`config.mk`:
```
export PLATFORM = sky130hd
export DESIGN_NAME = mem_port_arbiter
export DESIGN_NICKNAME = d
export VERILOG_FILES = /design/src/rtl/mem_port_arbiter.sv
export SDC_FILE = /design/constraint.sdc
export NUM_CORES = 1
export LEC_CHECK = 0
export ABC_AREA = 1
export CORE_UTILIZATION = 40
export DETAILED_ROUTE_END_ITERATION = 12
export PLACE_DENSITY = 0.75
export SLEW_MARGIN = 20
export SYNTH_ARGS = -nofsm -noshare
export SYNTH_HDL_FRONTEND = slang
export SYNTH_SLANG_ARGS = --single-unit
```
`constraint.sdc`:
```
create_clock -name clk -period 2.7 [get_ports clk]
set_input_delay 0.54 -clock clk [delete_from_list [all_inputs] [get_ports clk]]
set_output_delay 0.54 -clock clk [all_outputs]
set_load 0.01 [all_outputs]
```
`src/rtl/mem_port_arbiter.sv`:
```
// Byte-wide RAM port arbiter shared by instruction fetch and the MEM stage.
// Each transaction is sequenced one byte per cycle. Read bytes are assembled
// little-endian into a 32-bit word, and store data is split out the same way.
// A one-cycle done pulse is returned to the requester.
//
// state    | meaning
// ---------+---------------------------------------------------------------
// S_IDLE   | port free; arbitrate, MEM wins over IF
// S_IF_RD  | fetching 4 instruction bytes; cancel aborts
// S_MEM_RD | loading N bytes for the MEM stage
// S_MEM_WR | storing N bytes for the MEM stage
// S_DONE   | done pulse visible; requests ignored so requesters can drop req
module mem_port_arbiter #(
  parameter int ADDR_W = 32
) (
  input  logic              clk,
  input  logic              rst,
  input  logic              if_req_i,
  input  logic [ADDR_W-1:0] if_addr_i,
  input  logic              if_cancel_i,
  output logic              if_done_o,
  output logic [31:0]       if_data_o,
  input  logic              mem_req_i,
  input  logic              mem_we_i,
  input  logic [1:0]        mem_len_i,
  input  logic [ADDR_W-1:0] mem_addr_i,
  input  logic [31:0]       mem_wdata_i,
  output logic              mem_done_o,
  output logic [31:0]       mem_rdata_o,
  output logic              busy_o,
  output logic [ADDR_W-1:0] ram_a_o,
  output logic              ram_wr_o,
  output logic [7:0]        ram_dout_o,
  input  logic [7:0]        ram_din_i
);

  typedef enum logic [2:0] {
    S_IDLE,
    S_IF_RD,
    S_MEM_RD,
    S_MEM_WR,
    S_DONE
  } state_t;

  state_t            state;
  logic [2:0]        cnt;      // index of the byte whose edge comes next (1..N)
  logic [2:0]        n_bytes;  // transaction length latched at accept
  logic [ADDR_W-1:0] addr_q;
  logic [31:0]       wdata_q;
  logic [31:0]       rd_buf;

  logic [31:0]       rd_word;
  logic [ADDR_W-1:0] next_addr;
  logic [7:0]        next_wbyte;
  logic              last;

  function automatic logic [2:0] len_to_n(input logic [1:0] len);
    case (len)
      2'b00:   return 3'd1;
      2'b01:   return 3'd2;
      default: return 3'd4;
    endcase
  endfunction

  // Merge the byte arriving this cycle into the partial read word and
  // pre-compute the next address and store byte.
  always_comb begin
    rd_word = rd_buf;
    case (cnt)
      3'd1:    rd_word[7:0]   = ram_din_i;
      3'd2:    rd_word[15:8]  = ram_din_i;
      3'd3:    rd_word[23:16] = ram_din_i;
      3'd4:    rd_word[31:24] = ram_din_i;
      default: rd_word = rd_buf;
    endcase
    next_addr = addr_q + ADDR_W'(cnt);
    case (cnt[1:0])
      2'd0:    next_wbyte = wdata_q[7:0];
      2'd1:    next_wbyte = wdata_q[15:8];
      2'd2:    next_wbyte = wdata_q[23:16];
      default: next_wbyte = wdata_q[31:24];
    endcase
    last = (cnt == n_bytes);
  end

  // Arbitration, byte sequencing and all registered outputs.
  always_ff @(posedge clk) begin
    if (rst) begin
      state       <= S_IDLE;
      cnt         <= 3'd0;
      n_bytes     <= 3'd0;
      addr_q      <= '0;
      wdata_q     <= 32'd0;
      rd_buf      <= 32'd0;
      if_done_o   <= 1'b0;
      if_data_o   <= 32'd0;
      mem_done_o  <= 1'b0;
      mem_rdata_o <= 32'd0;
      busy_o      <= 1'b0;
      ram_a_o     <= '0;
      ram_wr_o    <= 1'b0;
      ram_dout_o  <= 8'd0;
    end else begin
      if_done_o  <= 1'b0;
      mem_done_o <= 1'b0;
      case (state)
        S_IDLE: begin
          ram_wr_o <= 1'b0;
          if (mem_req_i) begin
            addr_q  <= mem_addr_i;
            n_bytes <= len_to_n(mem_len_i);
            wdata_q <= mem_wdata_i;
            rd_buf  <= 32'd0;
            cnt     <= 3'd1;
            busy_o  <= 1'b1;
            ram_a_o <= mem_addr_i;
            if (mem_we_i) begin
              ram_wr_o   <= 1'b1;
              ram_dout_o <= mem_wdata_i[7:0];
              state      <= S_MEM_WR;
            end else begin
              state <= S_MEM_RD;
            end
          end else if (if_req_i) begin
            addr_q  <= if_addr_i;
            n_bytes <= 3'd4;
            rd_buf  <= 32'd0;
            cnt     <= 3'd1;
            busy_o  <= 1'b1;
            ram_a_o <= if_addr_i;
            state   <= S_IF_RD;
          end
        end

        S_IF_RD: begin
          if (if_cancel_i) begin
            // Flush: drop the fetch silently, keep the last fetched word.
            state    <= S_IDLE;
            busy_o   <= 1'b0;
            cnt      <= 3'd0;
            ram_wr_o <= 1'b0;
          end else begin
            rd_buf <= rd_word;
            if (last) begin
              if_data_o <= rd_word;
              if_done_o <= 1'b1;
              cnt       <= 3'd0;
              state     <= S_DONE;
            end else begin
              ram_a_o <= next_addr;
              cnt     <= cnt + 3'd1;
            end
          end
        end

        S_MEM_RD: begin
          rd_buf <= rd_word;
          if (last) begin
            mem_rdata_o <= rd_word;
            mem_done_o  <= 1'b1;
            cnt         <= 3'd0;
            state       <= S_DONE;
          end else begin
            ram_a_o <= next_addr;
            cnt     <= cnt + 3'd1;
          end
        end

        S_MEM_WR: begin
          if (last) begin
            ram_wr_o   <= 1'b0;
            mem_done_o <= 1'b1;
            cnt        <= 3'd0;
            state      <= S_DONE;
          end else begin
            ram_a_o    <= next_addr;
            ram_dout_o <= next_wbyte;
            cnt        <= cnt + 3'd1;
          end
        end

        S_DONE: begin
          busy_o <= 1'b0;
          state  <= S_IDLE;
        end

        default: begin
          busy_o   <= 1'b0;
          ram_wr_o <= 1'b0;
          state    <= S_IDLE;
        end
      endcase
    end
  end

endmodule

```
==> impl_metrics.env, run 1 <==
export IMPL_seq_area_frac_synth=0.4170
export IMPL_cp_end_kind="flop"
export IMPL_viasPerCell=5.183
export IMPL_clock_fmax_mhz=419.8
export IMPL_numCtsBuffers=23
export IMPL_synth_edf_count=0
export IMPL_r2r_start="cnt[0]$_SDFFE_PP0P_"
export IMPL_ioPinCount=220
export IMPL_drc_errors=0
export IMPL_yosysTopAreaCell="dfxtp_1"
export IMPL_hold_path_class="flop to flop"
export IMPL_vdd_drop_max_mv=0.4596
export IMPL_hold_buffers=0
export IMPL_wl_met1_mm=14.29
export IMPL_core_rowCount=58
export IMPL_cpPeakStageDelay_ns=0.62
export IMPL_die_area_sq_mm=0.02621
export IMPL_vias=10356
export IMPL_syn_avg_cell_area_sq_um=6.909
export IMPL_synth_distinct_cells=39
export IMPL_grt_max_degree=108
export IMPL_cts_buffer_depth=3
export IMPL_pwr_density_cell_mw_per_mm2=784.8
export IMPL_clock_sinks=213
export IMPL_r2r_end="mem_rdata_o[7]$_SDFFE_PP0P_"
export IMPL_rsz0062_at_grt="no"
export IMPL_initial_core_util=0.4072
export IMPL_tns_ns=0
export IMPL_synth_async_reset_ratio=0
export IMPL_track_usage=0.2382
export IMPL_cp_cell_sequence="ha_1 -> nand2_1 -> o21ai_0 -> o21ai_0 -> a21oi_1"
export IMPL_yosysMostFrequentCell="nand2_1"
export IMPL_areaGrowthSynthToFinish_pct=30.47
export IMPL_routedWlPerCell_um=15.67
export IMPL_overflow=0
export IMPL_final_antenna_net_count=0
export IMPL_status="finished, final reports clean"
export IMPL_routed_wl_mm=31.31
export IMPL_slew_headroom=0.5892
export IMPL_path_max_fanout=16
export IMPL_yosys_top_cells_area="dfxtp_1 42%, nand2_1 13%, a21oi_1 8.7%"
export IMPL_worstSetupStartpointType="flop"
export IMPL_crit_buf_inv=0
export IMPL_cpMaxStageDelayCell="o21ai_0"
export IMPL_cpMostUsedCell="o21ai_0"
export IMPL_worstSetupPathType="flop to flop"
export IMPL_dieWidth_um=161.9
export IMPL_yosysWarnings=0
export IMPL_path_clk_slew_ns=0.06
export IMPL_maxCapViolations=0
export IMPL_num_nets_final=1776
export IMPL_regToRegSetupSlack_ns=0.32
export IMPL_hold_end="mem_rdata_o[31]$_SDFFE_PP0P_"
export IMPL_hold_viol_final=0
export IMPL_postCtsSetupRepairBufs=0
export IMPL_p_leak_nw=5.049
export IMPL_highest_layer="met4"
export IMPL_critPathRequiredTime_ns=3.14
export IMPL_root_buffer="clkbuf_16"
export IMPL_antenna_found_initial=1
export IMPL_grt_pass1_wl_mm=50.60
export IMPL_period_share=0.8822
export IMPL_min_period_ns=2.382
export IMPL_critPathArrivalTime_ns=2.82
export IMPL_worst_pin_slew_ns=0.6098
export IMPL_htreeDepth=1
export IMPL_hpwl_mm=21.84
export IMPL_holdPathStages=2
export IMPL_cts_tree="built"
export IMPL_ys_flop_type="dfxtp_1"
export IMPL_wl_met2_mm=14.22
export IMPL_synthCells=1480
export IMPL_critPathTopFamily="compound AO/OA/AOI/OAI gates"
export IMPL_port_buffers=219
export IMPL_synth_seq_cells=213
export IMPL_drtIter0Drc=691
export IMPL_gp_congestion=0.9344
export IMPL_finalNonFillerCells=1998
export IMPL_die_h_um=161.9
export IMPL_cp_num_cells=5
export IMPL_dr_wl_met3_mm=1.946
export IMPL_netlist_area_sq_mm=0.01022
export IMPL_setup_viol=0
export IMPL_ys_top_cells_by_count="366 x nand2_1, 213 x dfxtp_1, 178 x a21oi_1"
export IMPL_synth_top_area_share=0.4170
export IMPL_core_area_sq_mm=0.02511
export IMPL_synthesis_nets=1601
export IMPL_clock_skew_ns=0.01630
export IMPL_insertion_delay_ns=0.52
export IMPL_drv_slew=0
export IMPL_dp_cells=1960
export IMPL_grt_pass1_vias=9732
export IMPL_worstHoldStart="mem_rdata_o[31]$_SDFFE_PP0P_"
export IMPL_drive_gt1_frac=0.06299
export IMPL_cts_resized=0
export IMPL_worst_r2r_cell_count=5
export IMPL_dr_pass1_iters=5
==> registers in the layout, indices dropped and copies added (netlist names) <==
register / count
addr_q: 32
busy_o: 1
cnt: 3
if_data_o: 32
if_done_o: 1
mem_done_o: 1
mem_rdata_o: 32
n_bytes: 3
ram_a_o: 32
ram_dout_o: 8
ram_wr_o: 1
rd_buf: 32
state: 3
wdata_q: 32
==> report_power, final <==
group	leakage (nW)	total, W	switching [W]	internal, W
clock	0.373	0.00322	0.00128	0.00194
combinational	2.93	0.00326	0.00199	0.00127
sequential	1.74	0.00399	0.000346	0.00364
total	5.05	0.0105	0.00361	0.00686
==> through the flow <==
step / util / worst slack [ns] / total power, W / hold WS, ns / cell area, sq um
2_1_floorplan: - / 0.9467 / 0.006046 / 0.4245 / 10220
3_5_place_dp: 0.5009 / 0.1396 / 0.007292 / 0.4359 / 12580
5_1_grt: 0.5313 / 0.04315 / 0.01106 / 0.4565 / 13340
4_1_cts: 0.5312 / 0.3021 / 0.01053 / 0.4448 / 13340
3_3_place_gp: 0.5009 / 0.1907 / 0.007225 / 0.4325 / 12580
6_report: 0.5313 / 0.3181 / 0.01047 / 0.4415 / 13340
==> metal layers <==
metal | vias up | global-route usage
met2 | 354 | 0.3810
met1 | 4761 | 0.3268
met4 | 0 | 0.07804
met3 | 57 | 0.03703
li1 | 5184 | -
met5 | - | 0
==> tightest hold or removal path: stages (launching register included) <==
cell and delay [ns]:
dfxtp_1 0.30, inv_1 0.05, a21oi_1 0.05
==> layout make-up <==
| cell class | count | area (sq um) |
|---|---|---|
| clock buffer | 29 | 638.1 |
| timing repair buffer | 242 | 2412 |
| multi-input combinational | 1061 | 5061 |
| clock inverter | 8 | 121.4 |
| tap | 330 | 412.9 |
| fill | 2482 | 11770 |
| antenna | 1 | 2.502 |
| sequential | 213 | 4264 |
| inverter | 114 | 427.9 |
==> worst max path at each step <==
| stage | end | from | slack [ns] |
|---|---|---|---|
| final | mem_rdata_o[7]$_SDFFE_PP0P_ | cnt[0]$_SDFFE_PP0P_ | 0.32 |
| after floorplan | ram_a_o[14]$_SDFFE_PP0P_ | cnt[0]$_SDFFE_PP0P_ | 0.95 |
| after CTS | mem_rdata_o[7]$_SDFFE_PP0P_ | cnt[1]$_SDFFE_PP0P_ | 0.30 |
| after global routing | rd_buf[28]$_SDFFE_PP0P_ | cnt[0]$_SDFFE_PP0P_ | 0.04 |
| after detailed placement | ram_a_o[5]$_SDFFE_PP0P_ | mem_req_i | 0.14 |
| after global placement | ram_a_o[5]$_SDFFE_PP0P_ | mem_req_i | 0.19 |
==> placed cells by master (no fill, tap or decap), types with 2 or more instances in the layout <==
| cell | instances |
|---|---|
| nor2_1 | 165 |
| a211oi_2 | 8 |
| clkdlybuf4s50_1 | 218 |
| nand2_1 | 366 |
| nand2_2 | 3 |
| a211oi_1 | 2 |
| buf_4 | 20 |
| nand3_1 | 96 |
| mux2i_1 | 13 |
| inv_1 | 102 |
| clkbuf_8 | 4 |
| nand4_1 | 27 |
| clkbuf_1 | 2 |
| bufinv_16 | 3 |
| nand3_4 | 3 |
| o21ai_2 | 3 |
| clkbuf_16 | 23 |
| xor2_1 | 5 |
| or2_0 | 3 |
| clkinv_2 | 3 |
| nand3_2 | 5 |
| o21ai_0 | 139 |
| nor2_4 | 4 |
| a31oi_1 | 7 |
| nor2_2 | 4 |
| a21oi_1 | 178 |
| o21ai_1 | 9 |
| nand3b_1 | 2 |
| nand2_4 | 2 |
| or2_2 | 2 |
| inv_2 | 11 |
| buf_12 | 4 |
| dfxtp_1 | 213 |
| ha_1 | 8 |
| nor3_1 | 2 |
==> logic make-up after synthesis <==
kind of cell,Yosys count,synth area share
AO/OA/AOI/OAI,346,0.1777
buffers and inverters,206,0.08798
flip-flops,213,0.4170
AND/OR/NAND/NOR,687,0.2877
multiplexers,13,0.01273
adder cells (fa/ha/maj),9,0.01175
XOR/XNOR,6,0.005139
No activity file was read; power rests on OpenSTA's default activity.
==> run 2, diff against run 1 <==
Settings changed: CORE_MARGIN set to 2, CTS_CLUSTER_SIZE set to 16.
==> impl_metrics.env, run 2 (same netlist as run 1, synthesis figures left out) <==
export IMPL_grt_max_degree=65
export IMPL_drive_gt1_frac=0.06504
export IMPL_grt_pass1_wl_mm=50.87
export IMPL_worst_pin_slew_ns=0.6394
export IMPL_track_usage=0.2348
export IMPL_ioPinCount=220
export IMPL_dr_pass1_iters=7
export IMPL_cp_cell_sequence="ha_1 -> nand2_1 -> o21ai_0 -> nand3_1 -> a21oi_1"
export IMPL_hold_buffers=0
export IMPL_cpMaxStageDelayCell="o21ai_0"
export IMPL_cts_buffer_depth=3
export IMPL_clock_sinks=213
export IMPL_pwr_density_cell_mw_per_mm2=795.4
export IMPL_clock_skew_ns=0.01097
export IMPL_routedWlPerCell_um=16.16
export IMPL_final_cell_mix="366 x nand2_1, 218 x clkdlybuf4s50_1, 213 x dfxtp_1"
export IMPL_p_leak_nw=5.087
export IMPL_hold_path_class="flop to flop"
export IMPL_hpwl_mm=23.04
export IMPL_switching_share=0.3419
export IMPL_slew_headroom=0.5693
export IMPL_insertion_delay_ns=0.51
export IMPL_htreeDepth=1
export IMPL_num_fill_cells=2468
export IMPL_cts_tree="built"
export IMPL_status="finished, final reports clean"
export IMPL_initial_core_util=0.4072
export IMPL_maxCapViolations=0
export IMPL_critPathArrivalTime_ns=2.86
export IMPL_core_area_sq_mm=0.02511
export IMPL_worst_hold_slack_ns=0.4420
export IMPL_overflow=0
export IMPL_die_h_um=163.9
export IMPL_pwr_share_comb=0.309
export IMPL_final_antenna_net_count=0
export IMPL_routed_wl_mm=32.44
export IMPL_final_common_cell="nand2_1"
export IMPL_antenna_found_initial=1
export IMPL_numCtsBuffers=24
export IMPL_vias=10436
export IMPL_p_switching_w=0.003647
export IMPL_cts_resized=0
export IMPL_tns_ns=0
export IMPL_critPathRequiredTime_ns=3.14
export IMPL_viasPerCell=5.200
export IMPL_grt_pass1_vias=9839
export IMPL_cp_end_kind="flop"
export IMPL_min_period_ns=2.418
export IMPL_core_rowCount=58
export IMPL_internal_power_w=0.007018
export IMPL_drv_slew=0
export IMPL_p_total_w=0.01066
export IMPL_placed_cell_area_sq_mm=0.01259
export IMPL_final_cell_area_sq_mm=0.01341
export IMPL_path_clk_slew_ns=0.06
export IMPL_worstSetupPathType="flop to flop"
export IMPL_port_buffers=219
export IMPL_hold_viol_final=0
export IMPL_seq_area_sq_mm=0.004264
export IMPL_critPathTopFamily="compound AO/OA/AOI/OAI gates"
export IMPL_drtIter0Drc=805
export IMPL_p_clk_frac=0.316
export IMPL_num_nets_final=1780
export IMPL_pwr_share_seq=0.375
export IMPL_cpPeakStageDelay_ns=0.64
export IMPL_setup_viol=0
export IMPL_pre_cts_slack_ns=0.09830
export IMPL_dieWidth_um=163.9
export IMPL_die_area_sq_mm=0.02686
export IMPL_root_buffer="clkbuf_16"
export IMPL_postCtsSetupRepairBufs=0
export IMPL_drc_errors=0
export IMPL_clock_fmax_mhz=413.6
export IMPL_vdd_drop_max_mv=0.4178
export IMPL_worstSetupStartpointType="flop"
export IMPL_path_max_fanout=16
export IMPL_rsz0062_at_grt="no"
export IMPL_layout_setup_ws_ns=0.2824
export IMPL_gp_congestion=0.9128
export IMPL_multi_input_area_sq_mm=0.005061
export IMPL_crit_buf_inv=0
export IMPL_period_share=0.8954
export IMPL_areaGrowthSynthToFinish_pct=31.13
==> run 2: final cells by class <==
| type | instances | share of cell area |
|---|---|---|
| Antenna cell | 1 | 0.0001866 |
| Multi-Input combinational cell | 1061 | 0.3775 |
| Sequential cell | 213 | 0.3180 |
| Inverter | 114 | 0.03191 |
| Timing Repair Buffer | 245 | 0.1807 |
| Clock buffer | 36 | 0.05272 |
| Tap cell | 330 | 0.03079 |
| Clock inverter | 7 | 0.008212 |
==> run 2: power by group through the flow <==
stage               Combinational [W]  Sequential, W  Clock [W]
floorplan                     0.00198        0.00407          0
global placement              0.00319        0.00406          0
detailed placement            0.00326        0.00406          0
CTS                           0.00328        0.00400    0.00343
global route                  0.00361        0.00406    0.00356
finish                        0.00329        0.00400    0.00337
==> run 2: metrics by stage <==
step	cells	utilization
final	2007	0.5340
after global routing	2007	0.5340
after CTS	2006	0.5339
after detailed placement	1963	0.5013
after global placement	1963	0.5013
after floorplan	1480	-
==> run 2: final timing paths <==
path,end,depth (start not counted),slack (ns),startpoint
worst max-delay path,if_data_o[8]$_SDFFE_PP0P_,5,0.28,cnt[1]$_SDFFE_PP0P_
worst min-delay path,mem_rdata_o[29]$_SDFFE_PP0P_,2,0.44,mem_rdata_o[29]$_SDFFE_PP0P_
worst max register to register,if_data_o[8]$_SDFFE_PP0P_,5,0.28,cnt[1]$_SDFFE_PP0P_
worst min register to register,mem_rdata_o[29]$_SDFFE_PP0P_,2,0.44,mem_rdata_o[29]$_SDFFE_PP0P_
==> run 2: per-layer routing <==
layer	wire [um]	share of wire	vias up	track usage
met1	14540	0.45	4764	0.3133
met4	1071	0.033	0	0.08214
met5	0	0	-	0
met2	14420	0.44	391	0.3799
li1	-	-	5204	-
met3	2409	0.074	77	0.04470
==> run 2: worst reg2reg max path, cell delays in order, from the launching register on <==
cell and delay [ns]:
dfxtp_1 0.50, ha_1 0.46, nand2_1 0.39, o21ai_0 0.65
nand3_1 0.19, a21oi_1 0.16
